### config.mk
export PLATFORM = sky130hd
export DESIGN_NAME = multicycle_datapath
export DESIGN_NICKNAME = d
export VERILOG_FILES = /design/src/rtl/mcd_pkg.sv /design/src/rtl/mcd_regfile.sv /design/src/rtl/multicycle_datapath.sv
export SDC_FILE = /design/constraint.sdc
export NUM_CORES = 1
export LEC_CHECK = 0
export BUFFER_PORTS_ARGS = -buffer_cell sky130_fd_sc_hd__buf_2
export CELL_PAD_IN_SITES_DETAIL_PLACEMENT = 1
export CELL_PAD_IN_SITES_GLOBAL_PLACEMENT = 1
export CORE_MARGIN = 2
export CORE_UTILIZATION = 52
export CTS_BUF_LIST = sky130_fd_sc_hd__clkbuf_8 sky130_fd_sc_hd__clkbuf_16
export CTS_CLUSTER_DIAMETER = 40
export DETAILED_ROUTE_END_ITERATION = 12
export PLACE_DENSITY = 0.95
export SETUP_SLACK_MARGIN = 0.4
export SLEW_MARGIN = 30
export SYNTH_ARGS = -nofsm -noshare
export SYNTH_HDL_FRONTEND = slang
export SYNTH_SLANG_ARGS = --single-unit
export TNS_END_PERCENT = 50
### constraint.sdc
create_clock -name clk -period 10 [get_ports clk]
set_input_delay 1.5 -clock clk [delete_from_list [all_inputs] [get_ports clk]]
set_output_delay 1.5 -clock clk [all_outputs]
set_load 0.01 [all_outputs]
### src/rtl/mcd_pkg.sv
// Shared types and constants for the multi-cycle 16-bit-ISA datapath.
package mcd_pkg;

    typedef enum logic [2:0] {
        S_FETCH  = 3'd0,
        S_DECODE = 3'd1,
        S_EXEC   = 3'd2,
        S_MEM    = 3'd3,
        S_WB     = 3'd4
    } state_t;

    localparam logic [2:0] ALU_ADD = 3'b000;
    localparam logic [2:0] ALU_SUB = 3'b001;
    localparam logic [2:0] ALU_NOT = 3'b010;
    localparam logic [2:0] ALU_SLL = 3'b011;
    localparam logic [2:0] ALU_SRL = 3'b100;
    localparam logic [2:0] ALU_AND = 3'b101;
    localparam logic [2:0] ALU_OR  = 3'b110;
    localparam logic [2:0] ALU_SLT = 3'b111;

    localparam logic [1:0] AOP_ADD   = 2'b00;
    localparam logic [1:0] AOP_SUB   = 2'b01;
    localparam logic [1:0] AOP_FUNCT = 2'b10;
    localparam logic [1:0] AOP_ADD2  = 2'b11;

    localparam int OPC_HI = 15, OPC_LO = 12;
    localparam int RS_HI  = 11, RS_LO  = 9;
    localparam int RT_HI  = 8,  RT_LO  = 6;
    localparam int RD_HI  = 5,  RD_LO  = 3;
    localparam int IMM_HI = 5,  IMM_LO = 0;
    localparam int JT_HI  = 11, JT_LO  = 0;

    localparam int REG_N  = 8;
    localparam int REG_AW = 3;

endpackage

### src/rtl/mcd_regfile.sv
// Eight-entry general register file: two combinational reads, one clocked write.
module mcd_regfile
    import mcd_pkg::*;
#(
    parameter int DATA_W = 16
) (
    input  logic              clk,
    input  logic              rst_n,
    input  logic [REG_AW-1:0] ra1_i,
    input  logic [REG_AW-1:0] ra2_i,
    output logic [DATA_W-1:0] rd1_o,
    output logic [DATA_W-1:0] rd2_o,
    input  logic              we_i,
    input  logic [REG_AW-1:0] wa_i,
    input  logic [DATA_W-1:0] wd_i
);

    logic [DATA_W-1:0] regs_q [REG_N];

    assign rd1_o = regs_q[ra1_i];
    assign rd2_o = regs_q[ra2_i];

    always_ff @(posedge clk or negedge rst_n) begin
        if (!rst_n) begin
            for (int i = 0; i < REG_N; i++) begin
                regs_q[i] <= '0;
            end
        end else if (we_i) begin
            regs_q[wa_i] <= wd_i;
        end
    end

endmodule

### src/rtl/multicycle_datapath.sv
// Multi-cycle datapath: one instruction at a time through FETCH/DECODE/EXEC/MEM/WB,
// with handshaked instruction and data memories and an external control unit.
module multicycle_datapath
    import mcd_pkg::*;
#(
    parameter int              DATA_W   = 16,
    parameter int              PC_W     = 16,
    parameter logic [PC_W-1:0] RESET_PC = '0
) (
    input  logic              clk,
    input  logic              rst_n,
    output logic              imem_req,
    output logic [PC_W-1:0]   imem_addr,
    input  logic [15:0]       imem_rdata,
    input  logic              imem_ready,
    output logic              dmem_req,
    output logic              dmem_we,
    output logic [DATA_W-1:0] dmem_addr,
    output logic [DATA_W-1:0] dmem_wdata,
    input  logic [DATA_W-1:0] dmem_rdata,
    input  logic              dmem_ready,
    input  logic              jump,
    input  logic              beq,
    input  logic              bne,
    input  logic              mem_read,
    input  logic              mem_write,
    input  logic              alu_src,
    input  logic              reg_dst,
    input  logic              mem_to_reg,
    input  logic              reg_write,
    input  logic [1:0]        alu_op,
    output logic [3:0]        opcode,
    output logic [PC_W-1:0]   pc_o,
    output logic              retire
);

    state_t            state_q, state_d;
    logic [PC_W-1:0]   pc_q, pc_d, pc2, br_off;
    logic [15:0]       ir_q, ir_d;
    logic [DATA_W-1:0] a_q, a_d, b_q, b_d, aluout_q, aluout_d, mdr_q, mdr_d;
    logic [DATA_W-1:0] rs_val, rt_val, imm, alu_b, alu_y, wb_data;
    logic [2:0]        alu_sel;
    logic [REG_AW-1:0] dest_idx;
    logic              zero, retire_d;

    function automatic logic [DATA_W-1:0] alu(input logic [2:0] sel,
                                              input logic [DATA_W-1:0] x,
                                              input logic [DATA_W-1:0] y);
        case (sel)
            ALU_SUB: return x - y;
            ALU_NOT: return ~x;
            ALU_SLL: return x << y[3:0];
            ALU_SRL: return x >> y[3:0];
            ALU_AND: return x & y;
            ALU_OR:  return x | y;
            ALU_SLT: return {{(DATA_W-1){1'b0}}, ($signed(x) < $signed(y))};
            default: return x + y;
        endcase
    endfunction

    mcd_regfile #(.DATA_W(DATA_W)) u_regfile (
        .clk   (clk),
        .rst_n (rst_n),
        .ra1_i (ir_q[RS_HI:RS_LO]),
        .ra2_i (ir_q[RT_HI:RT_LO]),
        .rd1_o (rs_val),
        .rd2_o (rt_val),
        .we_i  (state_q == S_WB),
        .wa_i  (dest_idx),
        .wd_i  (wb_data)
    );

    assign imm      = {{(DATA_W-6){ir_q[IMM_HI]}}, ir_q[IMM_HI:IMM_LO]};
    assign br_off   = {{(PC_W-7){ir_q[IMM_HI]}}, ir_q[IMM_HI:IMM_LO], 1'b0};
    assign pc2      = pc_q + PC_W'(2);
    assign dest_idx = reg_dst ? ir_q[RD_HI:RD_LO] : ir_q[RT_HI:RT_LO];
    assign wb_data  = mem_to_reg ? mdr_q : aluout_q;
    assign alu_b    = alu_src ? imm : b_q;
    assign alu_y    = alu(alu_sel, a_q, alu_b);
    assign zero     = (alu_y == '0);

    always_comb begin
        alu_sel = ALU_ADD;
        case (alu_op)
            AOP_SUB:           alu_sel = ALU_SUB;
            AOP_FUNCT:         alu_sel = ir_q[OPC_LO+2:OPC_LO];
            AOP_ADD, AOP_ADD2: alu_sel = ALU_ADD;
            default:           alu_sel = ALU_ADD;
        endcase
    end

    // Handshake outputs are gated by rst_n so they drop the moment reset asserts.
    assign imem_req   = rst_n && (state_q == S_FETCH);
    assign dmem_req   = rst_n && (state_q == S_MEM);
    assign dmem_we    = dmem_req && mem_write;
    assign retire     = rst_n && retire_d;
    assign imem_addr  = pc_q;
    assign pc_o       = pc_q;
    assign dmem_addr  = aluout_q;
    assign dmem_wdata = b_q;
    assign opcode     = ir_q[OPC_HI:OPC_LO];

    always_comb begin
        state_d  = state_q;
        pc_d     = pc_q;
        ir_d     = ir_q;
        a_d      = a_q;
        b_d      = b_q;
        aluout_d = aluout_q;
        mdr_d    = mdr_q;
        retire_d = 1'b0;
        case (state_q)
            S_FETCH: begin
                if (imem_ready) begin
                    ir_d    = imem_rdata;
                    state_d = S_DECODE;
                end
            end
            S_DECODE: begin
                a_d     = rs_val;
                b_d     = rt_val;
                state_d = S_EXEC;
            end
            S_EXEC: begin
                aluout_d = alu_y;
                if (jump) begin
                    pc_d = {pc2[PC_W-1:13], ir_q[JT_HI:JT_LO], 1'b0};
                end else if ((bne && !zero) || (beq && zero)) begin
                    pc_d = pc2 + br_off;
                end else begin
                    pc_d = pc2;
                end
                if (mem_read || mem_write) begin
                    state_d = S_MEM;
                end else if (reg_write) begin
                    state_d = S_WB;
                end else begin
                    state_d  = S_FETCH;
                    retire_d = 1'b1;
                end
            end
            S_MEM: begin
                if (dmem_ready) begin
                    mdr_d = dmem_rdata;
                    if (reg_write) begin
                        state_d = S_WB;
                    end else begin
                        state_d  = S_FETCH;
                        retire_d = 1'b1;
                    end
                end
            end
            S_WB: begin
                state_d  = S_FETCH;
                retire_d = 1'b1;
            end
            default: state_d = S_FETCH;
        endcase
    end

    always_ff @(posedge clk or negedge rst_n) begin
        if (!rst_n) begin
            state_q  <= S_FETCH;
            pc_q     <= RESET_PC;
            ir_q     <= '0;
            a_q      <= '0;
            b_q      <= '0;
            aluout_q <= '0;
            mdr_q    <= '0;
        end else begin
            state_q  <= state_d;
            pc_q     <= pc_d;
            ir_q     <= ir_d;
            a_q      <= a_d;
            b_q      <= b_d;
            aluout_q <= aluout_d;
            mdr_q    <= mdr_d;
        end
    end

endmodule

# [Yosys cells after proc, flatten, opt, wreduce, memory -nomap -nowiden]
# Cells that the tools add are included.
[op_classes] add_sub_neg=4 n_lt_le_gt_ge=5 n_eq_ne=16 n_shift=2 mux=25 bitwise=6 reduce_logical=17
[op_table] cell="2-to-1 mux 16 bit" count=9
[op_table] cell="bitwise mux 128 bit" count=1
[op_table] cell="one-hot mux 16 bit (7 select lines)" count=1
[op_table] cell="binary-select mux 16 bit (select 3 bit)" count=2
[op_table] cell="demux 16 bit (select 3 bit)" count=1
[op_table] cell="adder 16 bit" count=2
[op_table] cell="adder 16 x 2 -> 16 bit, second input constant" count=1
[op_table] cell="AND 16 bit" count=1
[op_table] cell="logical NOT 16 bit" count=1
[op_table] cell="< comparator 16 bit" count=1
[op_table] cell="NOT 16 bit" count=1
[op_table] cell="OR 16 bit" count=1
[op_table] cell="left shift 16 x 4 -> 16 bit" count=1
[op_table] cell=">> shifter 16 x 4 -> 16 bit" count=1
[op_table] cell="subtractor 16 bit" count=1
[op_table] cell="equality test 3 bit, second input constant" count=5
[op_table] cell="2-to-1 mux 3 bit" count=5
[op_table] cell="equality test 3 x 2 -> 1 bit, second input constant" count=4
[op_table] cell="greater-or-equal comparator 4 bit, second input constant" count=3
[op_table] cell="NOT 3 -> 4 bit" count=3
[op_table] cell="one-hot mux 3 bit (4 select lines)" count=1
[op_table] cell="one-hot mux 3 bit (3 select lines)" count=1
[op_table] cell="logical AND 1 bit" count=7
[op_table] cell="equality test 3 x 1 -> 1 bit, second input constant" count=2
[op_table] cell="12 further kinds" count=19
[word_totals] ff_bits=227 out_inout_bits=72

# [Logic depth before layout (Yosys ltp)]
# Gate-level depths: netlist of the first run.
[depth] depth_word=11 depth_mapped=20 mapped_depth_nobuf=17

# [By module]
# A second synthesis of the first run with hierarchy kept.
[hier_totals] cells_unflattened=1433 area_unflattened_um2=16160.5
[modules_own_cells] mod="multicycle_datapath" n_inst=1 cells_per_inst=1040 area_per_inst_um2=9160.0
[modules_own_cells] mod="mcd_regfile" n_inst=1 cells_per_inst=393 area_per_inst_um2=7000.5

# [Least setup slack after synthesis of the first run]
# No wires, ideal clock.
[synth_path] path_kind="input port to flip-flop" startpoint="input port alu_src" endpoint="register pc_q[10], in the netlist imem_addr[10]" t_arrival_ps=5961 required_time_ps=9869 setup_slack_ps=3908 path_stages=19 path_buffers=3 cell_sequence="mux2i_4 inv_4 buf_8 buf_8 ha_1 fa_1 or2_2 a211oi_1 a311o_1 o22ai_1 a221o_1 a21o_1 nor4_1 nand4b_1 nor4_4 mux2i_2 buf_2 mux2i_1 o21ai_1"
[synth_via] elab_chain_cells=9 word_cells_on_any_way=16 classes_between="add/sub: 2; order compare: 1; shift: 2; mux: 4; bitwise: 2; reduce/logical: 5"
[synth_rtl] element="start, declared" line_no="multicycle_datapath.sv:27" rtl="input logic alu_src,"
[synth_rtl] element="2-to-1 mux 16 bit (*)" line_no="multicycle_datapath.sv:78" rtl="assign alu_b = alu_src ? imm : b_q;"
[synth_rtl] element="adder 16 bit (tied with other cells)" line_no="multicycle_datapath.sv:57" rtl="default: return x + y;"
[synth_rtl] element="one-hot mux 16 bit (7 select lines) (*)" line_no="multicycle_datapath.sv:49" rtl="case (sel)"
[synth_rtl] element="logical NOT 16 bit (*)" line_no="multicycle_datapath.sv:80" rtl="assign zero = (alu_y == '0);"
[synth_rtl] element="logical NOT 1 bit" line_no="multicycle_datapath.sv:128" rtl="end else if ((bne && !zero) || (beq && zero)) begin"
[synth_rtl] element="logical AND 1 bit" line_no="multicycle_datapath.sv:128"
[synth_rtl] element="logical OR 1 bit (*)" line_no="multicycle_datapath.sv:128"
[synth_rtl] element="2-to-1 mux 16 bit (*)" line_no="multicycle_datapath.sv:128"
[synth_rtl] element="2-to-1 mux 16 bit (*)" line_no="multicycle_datapath.sv:126" rtl="if (jump) begin"
[synth_rtl] element="end signal, assigned" line_no="multicycle_datapath.sv:172" rtl="pc_q <= pc_d;"
[synth_rtl] element="end, declared" line_no="multicycle_datapath.sv:38" rtl="logic [PC_W-1:0] pc_q, pc_d, pc2, br_off;"
# Every way passes the cells marked *; elsewhere a longest branch is shown, timed or not.
# A chain may end at the register's enable or synchronous reset.

# [Worst setup path after layout of the first run]
[layout_path] startpoint="input port alu_src" endpoint="register pc_q[12], in the netlist imem_addr[12]"
# Same word-level chain as after synthesis.

==> results of run 1 <==
==> report_power, final <==
| group | internal [mW] | switching (mW) |
|---|---|---|
| registers | 1.27 | 0.672 |
| logic | 1.55 | 2.60 |
| clock network | 0.601 | 0.457 |
==> how the worst max path moves through the flow <==
| stage | start | endpoint | slack, ns | depth (start not counted) |
|---|---|---|---|---|
| 6_report | alu_src | imem_addr[12] | 3.17 | 19 |
| 5_1_grt | alu_src | imem_addr[12] | 3.09 | 19 |
| 4_1_cts | alu_src | imem_addr[12] | 3.36 | 19 |
| 3_5_place_dp | alu_src | imem_addr[11] | 2.90 | 19 |
| 3_3_place_gp | alu_src | imem_addr[14] | 3.16 | 19 |
| 2_1_floorplan | alu_src | imem_addr[10] | 3.91 | 19 |
==> per-layer routing <==
metal	up-vias	wire length [um]	global-route usage (%)
met5	-	8	0
met1	7792	23900	52.7
met2	1371	31200	68.3
met3	511	7600	11.2
li1	6080	-	-
met4	2	6290	30.3
==> flip-flops by register name (all words and copies together) (netlist names) <==
name and count:
dmem_addr 16, imem_addr 15, u_regfile.regs_q 128, ir_q 16, a_q 16, mdr_q 16, state_q 3, dmem_wdata 16
==> worst register-to-register path, cell delays in order, from the launching register on <==
cell and delay, ns:
dfrtp_1 0.85, and2_1 0.57, a21oi_1 0.21, ha_1 0.56, nor2_1 0.14, a2111o_1 0.44
o21ai_0 0.45, a2111oi_0 0.26, o32ai_1 0.47, nor4b_1 0.32, nand4b_1 0.23, nor4_4 0.39
mux2i_2 0.28, buf_4 0.33, mux2i_1 0.24, o21ai_0 0.17
==> placed cells by master (no fill, tap or decap), types with 24 or more instances in the layout <==
| cell type | instances |
|---|---|
| a21oi_1 | 145 |
| buf_2 | 115 |
| clkbuf_16 | 29 |
| dfrtp_1 | 224 |
| ha_1 | 66 |
| inv_1 | 55 |
| mux2_2 | 32 |
| mux2i_1 | 97 |
| mux4_2 | 74 |
| nand2_1 | 185 |
| nand3_1 | 24 |
| nor2_1 | 125 |
| nor3_1 | 30 |
| o21ai_0 | 138 |
==> cell type report <==
cell class	count	share of cell area, %
inverters	54	1.20
flip-flops and latches	226	32.7
repair buffers	138	4.44
clock inverters	21	1.09
clock buffers	31	4.35
well taps	390	2.82
diodes	1	0.0145
multi-input cells	1237	53.4
==> cells by family after synthesis <==
kind of cell / after synthesis / share of synthesized area, %
mux: 209 / 19.7
compound gates: 444 / 17.0
flops: 226 / 35.9
fa+ha+maj: 69 / 5.63
buf+inv: 195 / 5.65
simple gates: 478 / 14.1
xor+xnor: 35 / 1.95
other cells: 1 / 0.0238
==> results.txt, run 1 <==
Fmax = 146 MHz
CTS tree = yes
Placement Rows = 63
Worst Slack Setup Final = 3.17 ns
Status = finished clean
H-tree depth = 1
Layout area overhead = 9.93%
Required @ worst endpoint = 10.39 ns
Post_cts resized = 0
Final wirelength = 69000 um
Num CTS Buffers = 29
Critical path capture point type = register
Hold Path Class = register to register
CP cell instances = buf_2, mux2i_4, buf_4, inv_4, ha_1, fa_1, or2_2, a211oi_1, a311o_1, o22ai_1, a221o_1, a21o_1, nor4_1, nand4b_1, nor4_4, mux2i_2, buf_4, mux2i_1, o21ai_0
Total GRT Usage = 43.6%
Clock Skews = 0.0187 ns
Crit path max-delay family = compound AO/OA/AOI/OAI gates
Pleak = 7.78 nW
Initial core utilization = 53.0%
Dominant cell type by area after synthesis = dfrtp_1
Worst relative slew slack = 26.2%
Final Cell Area = 0.0173 mm^2
Startpoint types = input port
Final Slew Violations = 0
Critical Path AT = 7.22 ns
First-pass GRT wire length = 103000 um
WL/cell = 32.9 um
Vias in the first global route = 16200
FF-to-FF setup slack = 3.92 ns
CTS Buffer Depth = 3
Postcts setup bufs = 0
Fin. Hold Viols = 0
Pwr Density = 413 mW/mm^2
Most instantiated cells after synthesis = 226 x dfrtp_1, 191 x nand2_1, 145 x a21oi_1
Number of synthesized flops with an enable pin = 0
Final nets = 1802
Vias = 15800
Chip width = 178 um
Vias per inst = 7.51
RR Startpoint = ir_q[5]
Worst r2r dst = imem_addr[12]
Hold_sp = mdr_q[15]
Reg clk slew, reported paths = 0.06 ns
Later-pin clock latency in the skew report = 0.57 ns
Most common cell in the synthesized netlist = dfrtp_1
Max stage delay cell, worst path = a211oi_1
Largest net degree at the start of global routing = 100
Post-synthesis sequential area ratio = 35.9%
RSZ-0062 raised after global routing = false
Ys flop type = dfrtp_1
Setup TNS = 0 ns
Hold WS = 0.514 ns
Total gr overflow = 0
I/O Buffers = 116
CP dominant cell by count = buf_4
Initial antenna violation count = 1
Clk sinks = 226
Layout Utilization = 58.2%
Synthesized area = 0.0157 mm^2
TritonRoute pass-1 iters = 6
Ratio of cells with drive above 1 in the final layout = 19.2%
Final setup viols = 0
Filler cells = 3268
Root buf cell = clkbuf_16
Worst-margin pin slew = 1.11 ns
Slowest Stage Delay on Critical Path = 0.48 ns
Synth top area share = 35.9%
Critical path peak fanout = 28
Cells after synthesis = 1657
Final Total Pwr = 7.15 mW
Hold path depth = 1
Synth Warn # = 0
CORE AREA = 0.0297 mm^2
Drt first-iter violations = 2216
WS Path Type = input port to register
Cts hold-fix bufs = 0
Syn_area_per_cell = 9.50 um^2
Fraction of synthesis flops using an asynchronous set or reset pin = 100%
VDD IR max = 0.000202 V
Placed cell count = 2044
FF+latch count, synth = 226
WHS Endpoint = mdr_q[15]
Storage element area = 0.00566 mm^2
FF-to-FF path depth = 15
GP Congestion = 0.984
Non-filler cells, final = 2098
Footprint of the multi-input gates = 0.00924 mm^2
Worst slack, placed = 2.90 ns
Ranking of synthesized cells by area = dfrtp_1 36%, mux4_2 11%, mux2i_1 6.2%, ha_1 5.2%, a21oi_1 4.6%
Bufs and invs on worst path = 4
DP Area = 0.0163 mm^2
Netlist cell types = 88
Post-DRT Antenna Nets = 0
Max Cap Violations = 0
Num ports = 119
Remaining DRCs = 0
DP HPWL = 43500 um
Die area = 0.0317 mm^2
Fin crit share = 68.3%
Crit path time final = 6.83 ns
Die Height = 178 um
(Power assumes the default switching activity.)
==> run 2: changes to the inputs <==
CORE_UTILIZATION = 43   (was 52)
PLACE_DENSITY = 0.85   (was 0.95)
clock period = 5.7 ns   (was 10 ns; I/O delays follow)
==> run 2 against run 1 <==
  * Total power is 74% higher
  * Final area increased by 2.8%
  * Clock-buffer cell count increased by 2
  * Final cell count up 5.6%
  * Combinational power grew 78%
  * Sequential share of layout area fell by 0.87 points
  * First-iteration DRC count decreased by 30%
  * Non-clock buffer count is 38 higher
  * Sequential cell count is the same
  * Largest cell class unchanged
==> results.txt, run 2 (synthesis results as in run 1) <==
Status = finished clean
Post_cts resized = 0
Worst Slack Setup Final = 0.627 ns
Worst relative slew slack = 35.6%
Drt first-iter violations = 1545
Reg clk slew, reported paths = 0.06 ns
Final setup viols = 0
Die Height = 195 um
Hold Path Class = input port to asynchronous set/reset pin
Critical Path AT = 5.56 ns
Critical path peak fanout = 11
WL/cell = 27.9 um
Final Slew Violations = 0
CORE AREA = 0.0363 mm^2
Initial core utilization = 43.3%
Final nets = 1840
Required @ worst endpoint = 6.18 ns
Number of flip-flops in the largest register = 128
DP Area = 0.0167 mm^2
Chip width = 195 um
Num ports = 119
Clock Skews = 0.0238 ns
Remaining DRCs = 0
RSZ-0062 raised after global routing = false
I/O Buffers = 116
Pleak = 7.98 nW
DP HPWL = 42900 um
Critical path capture point type = register
Top reg by flops = u_regfile.regs_q
Cts hold-fix bufs = 0
Startpoint types = input port
ANT cells = 0
Vias per inst = 6.55
WS Path Type = input port to register
Largest net degree at the start of global routing = 92
FF-to-FF path depth = 18
Post-DRT Antenna Nets = 0
Setup crit start = alu_src
Crit path time final = 5.07 ns
CTS Buffer Depth = 3
GP Congestion = 1.03
Root buf cell = clkbuf_16
Most frequent cells in the layout = 223 x dfrtp_1, 187 x nand2_1, 145 x a21oi_1, 137 x o21ai_0, 126 x nor2_1
Commonest non-fill, non-tap cell in the layout = dfrtp_1
H-tree depth = 1
Placement Rows = 70
CTS tree = yes
Later-pin clock latency in the skew report = 0.57 ns
Initial antenna violation count = 0
Filler cells = 4053
Total GRT Usage = 32.0%
Fmax = 197 MHz
Pwr Density = 699 mW/mm^2
Hold WS = 0.323 ns
Ratio of cells with drive above 1 in the final layout = 21.3%
Final wirelength = 61900 um
First-pass GRT wire length = 94000 um
Setup TNS = 0 ns
Vias = 14500
Final Total Pwr = 12.4 mW
Postcts setup bufs = 0
RR Startpoint = dmem_wdata[0]
Num CTS Buffers = 29
Final Cell Area = 0.0178 mm^2
Clk sinks = 226
Vias in the first global route = 15300
Worst slack, placed = 0.0560 ns
Fin crit share = 89.0%
Layout area overhead = 13.0%
Die area = 0.0381 mm^2
Worst-margin pin slew = 0.939 ns
Fin. Hold Viols = 0
Max Cap Violations = 0
Total gr overflow = 0
TritonRoute pass-1 iters = 7
VDD IR max = 0.000400 V
run 2: final cells by class:
cell class / instances / area [um^2] / share of cell area, %
clock buffer: 33 / 781 / 4.39
clock inverter: 21 / 231 / 1.30
inverter: 54 / 208 / 1.17
multi-input combinational: 1237 / 9260 / 52.1
sequential: 226 / 5660 / 31.8
tap: 468 / 586 / 3.29
timing repair buffer: 176 / 1060 / 5.97
run 2: power breakdown:
group          switching [mW]  total (mW)  internal (mW)
sequential              0.901        3.13           2.23
clock                   0.801        1.94           1.13
combinational            4.50        7.37           2.87
run 2: layer usage:
layer	track usage (%)	part of all wire (%)
met1	40.7	39
met5	0	0
met2	53.0	48
met4	16.5	5.9
met3	4.77	7.6
run 2: worst max-delay path, stage by stage:
cell       delay [ns]
buf_2            0.13
buf_4            0.20
and2_2           0.29
a21oi_1          0.29
ha_1             0.41
a21oi_1          0.19
o21ai_0          0.15
or3_1            0.33
o22ai_1          0.36
o21ai_0          0.32
o41ai_1          0.49
a2bb2oi_2        0.31
nor4_4           0.08
buf_4            0.17
mux2i_4          0.19
buf_4            0.16
or4b_1           0.49
nand3_1          0.13
run 2: final timing paths:
kind	endpoint	slack [ns]
hold reg to reg	u_regfile.regs_q[51]	0.51
min in group clk	u_regfile.regs_q[51]	0.51
max in group asynchronous	a_q[9]	3.98
setup / recovery	imem_addr[13]	0.63
hold / removal	ir_q[10]	0.32
setup reg to reg	imem_addr[8]	0.81
run 2: through the flow:
step,utilization [%],instances
4_1_cts,48.8,2214
2_1_floorplan,-,1658
6_report,48.9,2215
3_3_place_gp,46.0,2160
5_1_grt,48.9,2215
3_5_place_dp,46.0,2160
==> run 3: changes to the inputs <==
BUFFER_PORTS_ARGS = unset   (was -buffer_cell sky130_fd_sc_hd__buf_2)
CORE_UTILIZATION = 46   (was 43)
DONT_BUFFER_PORTS = 1   (was unset)
PLACE_DENSITY = 0.86   (was 0.85)
==> run 3 against run 2 <==
  * Register-to-register slack lost 0.20 ns
  * Final area shrank 3.4%
  * Core utilization grew 2.2 points
  * Critical endpoint is now imem_addr[12]
  * Largest cell class unchanged
  * Largest power group unchanged
==> results.txt, run 3 (synthesis results as in run 1) <==
Int Power = 6.13 mW
Critical Path AT = 5.52 ns
Final Cell Area = 0.0172 mm^2
Clock Skews = 0.0321 ns
Slowest Stage Delay on Critical Path = 0.53 ns
Startpoint types = register
Final setup viols = 0
CTS tree = yes
Clock power frac = 16.5%
Num ports = 119
Worst slack, placed = 0.332 ns
Commonest non-fill, non-tap cell in the layout = dfrtp_1
Pleak = 7.46 nW
H-tree depth = 1
RSZ-0062 raised after global routing = false
Max Cap Violations = 0
Root buf cell = clkbuf_16
Clk sinks = 226
Seq pwr share = 27.1%
CP cell instances = mux2i_4, inv_4, ha_1, fa_1, or2_2, a211oi_4, a2111o_1, a211oi_1, xor2_1, a221o_1, nor4_1, nand4b_1, nor4_4, buf_4, mux2i_4, buf_4, mux2i_1, o21ai_0
Chip width = 189 um
WL/cell = 30.3 um
Required @ worst endpoint = 6.12 ns
Initial antenna violation count = 4
CORE AREA = 0.0336 mm^2
Die Height = 189 um
CTS Buffer Depth = 3
Comb pwr share = 56.3%
DP Area = 0.0160 mm^2
First-pass GRT wire length = 95300 um
Filler cells = 3755
Ratio of cells with drive above 1 in the final layout = 15.1%
Fin. Hold Viols = 0
DP HPWL = 41800 um
Fin crit share = 89.4%
Fmax = 196 MHz
Later-pin clock latency in the skew report = 0.59 ns
Total GRT Usage = 35.0%
Critical path capture point type = register
Setup TNS = 0 ns
Drt first-iter violations = 1565
Placement Rows = 67
Crit path max-delay family = compound AO/OA/AOI/OAI gates
WS Path Type = register to register
FF-to-FF setup slack = 0.61 ns
Worst r2r dst = imem_addr[12]
Hold WS = 0.170 ns
Max stage delay cell, worst path = dfrtp_1
Worst-margin pin slew = 0.991 ns
Critical path peak fanout = 6
Largest net degree at the start of global routing = 230
Num CTS Buffers = 30
Die area = 0.0357 mm^2
Vias = 14500
FF-to-FF path depth = 18
Pwr Density = 718 mW/mm^2
Vias in the first global route = 15000
Vias per inst = 7.00
Layout area overhead = 9.11%
Net switching power = 6.19 mW
VDD IR max = 0.000335 V
RR Startpoint = dmem_wdata[0]
Final Slew Violations = 0
Sw frac = 50.2%
GP Congestion = 1.02
Initial core utilization = 46.8%
Final Total Pwr = 12.3 mW
Top reg by flops = u_regfile.regs_q
Reg clk slew, reported paths = 0.06 ns
Status = finished clean
Bufs and invs on worst path = 3
Non-filler cells, final = 2066
Total gr overflow = 0
Post-DRT Antenna Nets = 0
Footprint of the multi-input gates = 0.00926 mm^2
Worst relative slew slack = 32.0%
Remaining DRCs = 0
Hold Path Class = input port to asynchronous set/reset pin
Final nets = 1711
Storage element area = 0.00566 mm^2
Number of flip-flops in the largest register = 128
I/O Buffers = 0
Layout Utilization = 51.1%
Placed cell count = 2009
TritonRoute pass-1 iters = 7
Most frequent cells in the layout = 222 x dfrtp_1, 185 x nand2_1, 145 x a21oi_1, 138 x o21ai_0, 126 x nor2_1
Crit path time final = 5.09 ns
Final wirelength = 62600 um
Worst Slack Setup Final = 0.606 ns
## run 3: per-layer routing
| metal | part of all wire (%) | vias up | GRT usage, % |
|---|---|---|---|
| li1 | - | 5909 | - |
| met1 | 37 | 7330 | 44.4 |
| met2 | 47 | 913 | 56.6 |
| met3 | 8.4 | 296 | 5.63 |
| met4 | 6.7 | 6 | 20.5 |
| met5 | 0.062 | - | 0 |
## run 3: worst reg2reg max path, cell delays in order, from the launching register on
cell and delay, ns:
dfrtp_1 0.53, mux2i_4 0.27, inv_4 0.06, ha_1 0.22, fa_1 0.44, or2_2 0.36, a211oi_4 0.33, a2111o_1 0.24
a211oi_1 0.13, xor2_1 0.17, a221o_1 0.38, nor4_1 0.28, nand4b_1 0.20, nor4_4 0.23, buf_4 0.20, mux2i_4 0.38
buf_4 0.22, mux2i_1 0.21, o21ai_0 0.11
## run 3: power by group through the flow
stage / clock network (mW) / registers, mW / logic (mW)
2_1_floorplan: 0 / 2.76 / 4.95
3_3_place_gp: 0 / 3.19 / 6.22
3_5_place_dp: 0 / 3.25 / 6.51
4_1_cts: 2.06 / 3.28 / 6.70
5_1_grt: 2.12 / 3.37 / 7.43
6_report: 2.04 / 3.34 / 6.94
## run 3: final cells by class
cell class	instances	area share [%]
inverters	54	1.21
clock inverters	22	1.77
multi-input cells	1237	53.9
repair buffers	46	2.32
diodes	1	0.0146
well taps	448	3.26
clock buffers	32	4.53
flip-flops and latches	226	33.0
## run 3: repair_timing
action                                 in CTS  in global routing
endpoints found under the hold margin     226                134
setup endpoints to repair                   0                 11
setup buffers                               0                  0
gates resized for setup                     0                  5
## run 3: how the worst max path moves through the flow
stage / slack, ns / startpoint / to / cells past startpoint
2_1_floorplan: 0.40 / alu_src / imem_addr[10] / 19
3_3_place_gp: 0.50 / alu_src / imem_addr[12] / 17
3_5_place_dp: 0.33 / alu_src / imem_addr[10] / 16
4_1_cts: 0.56 / dmem_wdata[3] / imem_addr[12] / 16
5_1_grt: 0.41 / dmem_wdata[0] / imem_addr[12] / 18
6_report: 0.61 / dmem_wdata[0] / imem_addr[12] / 18
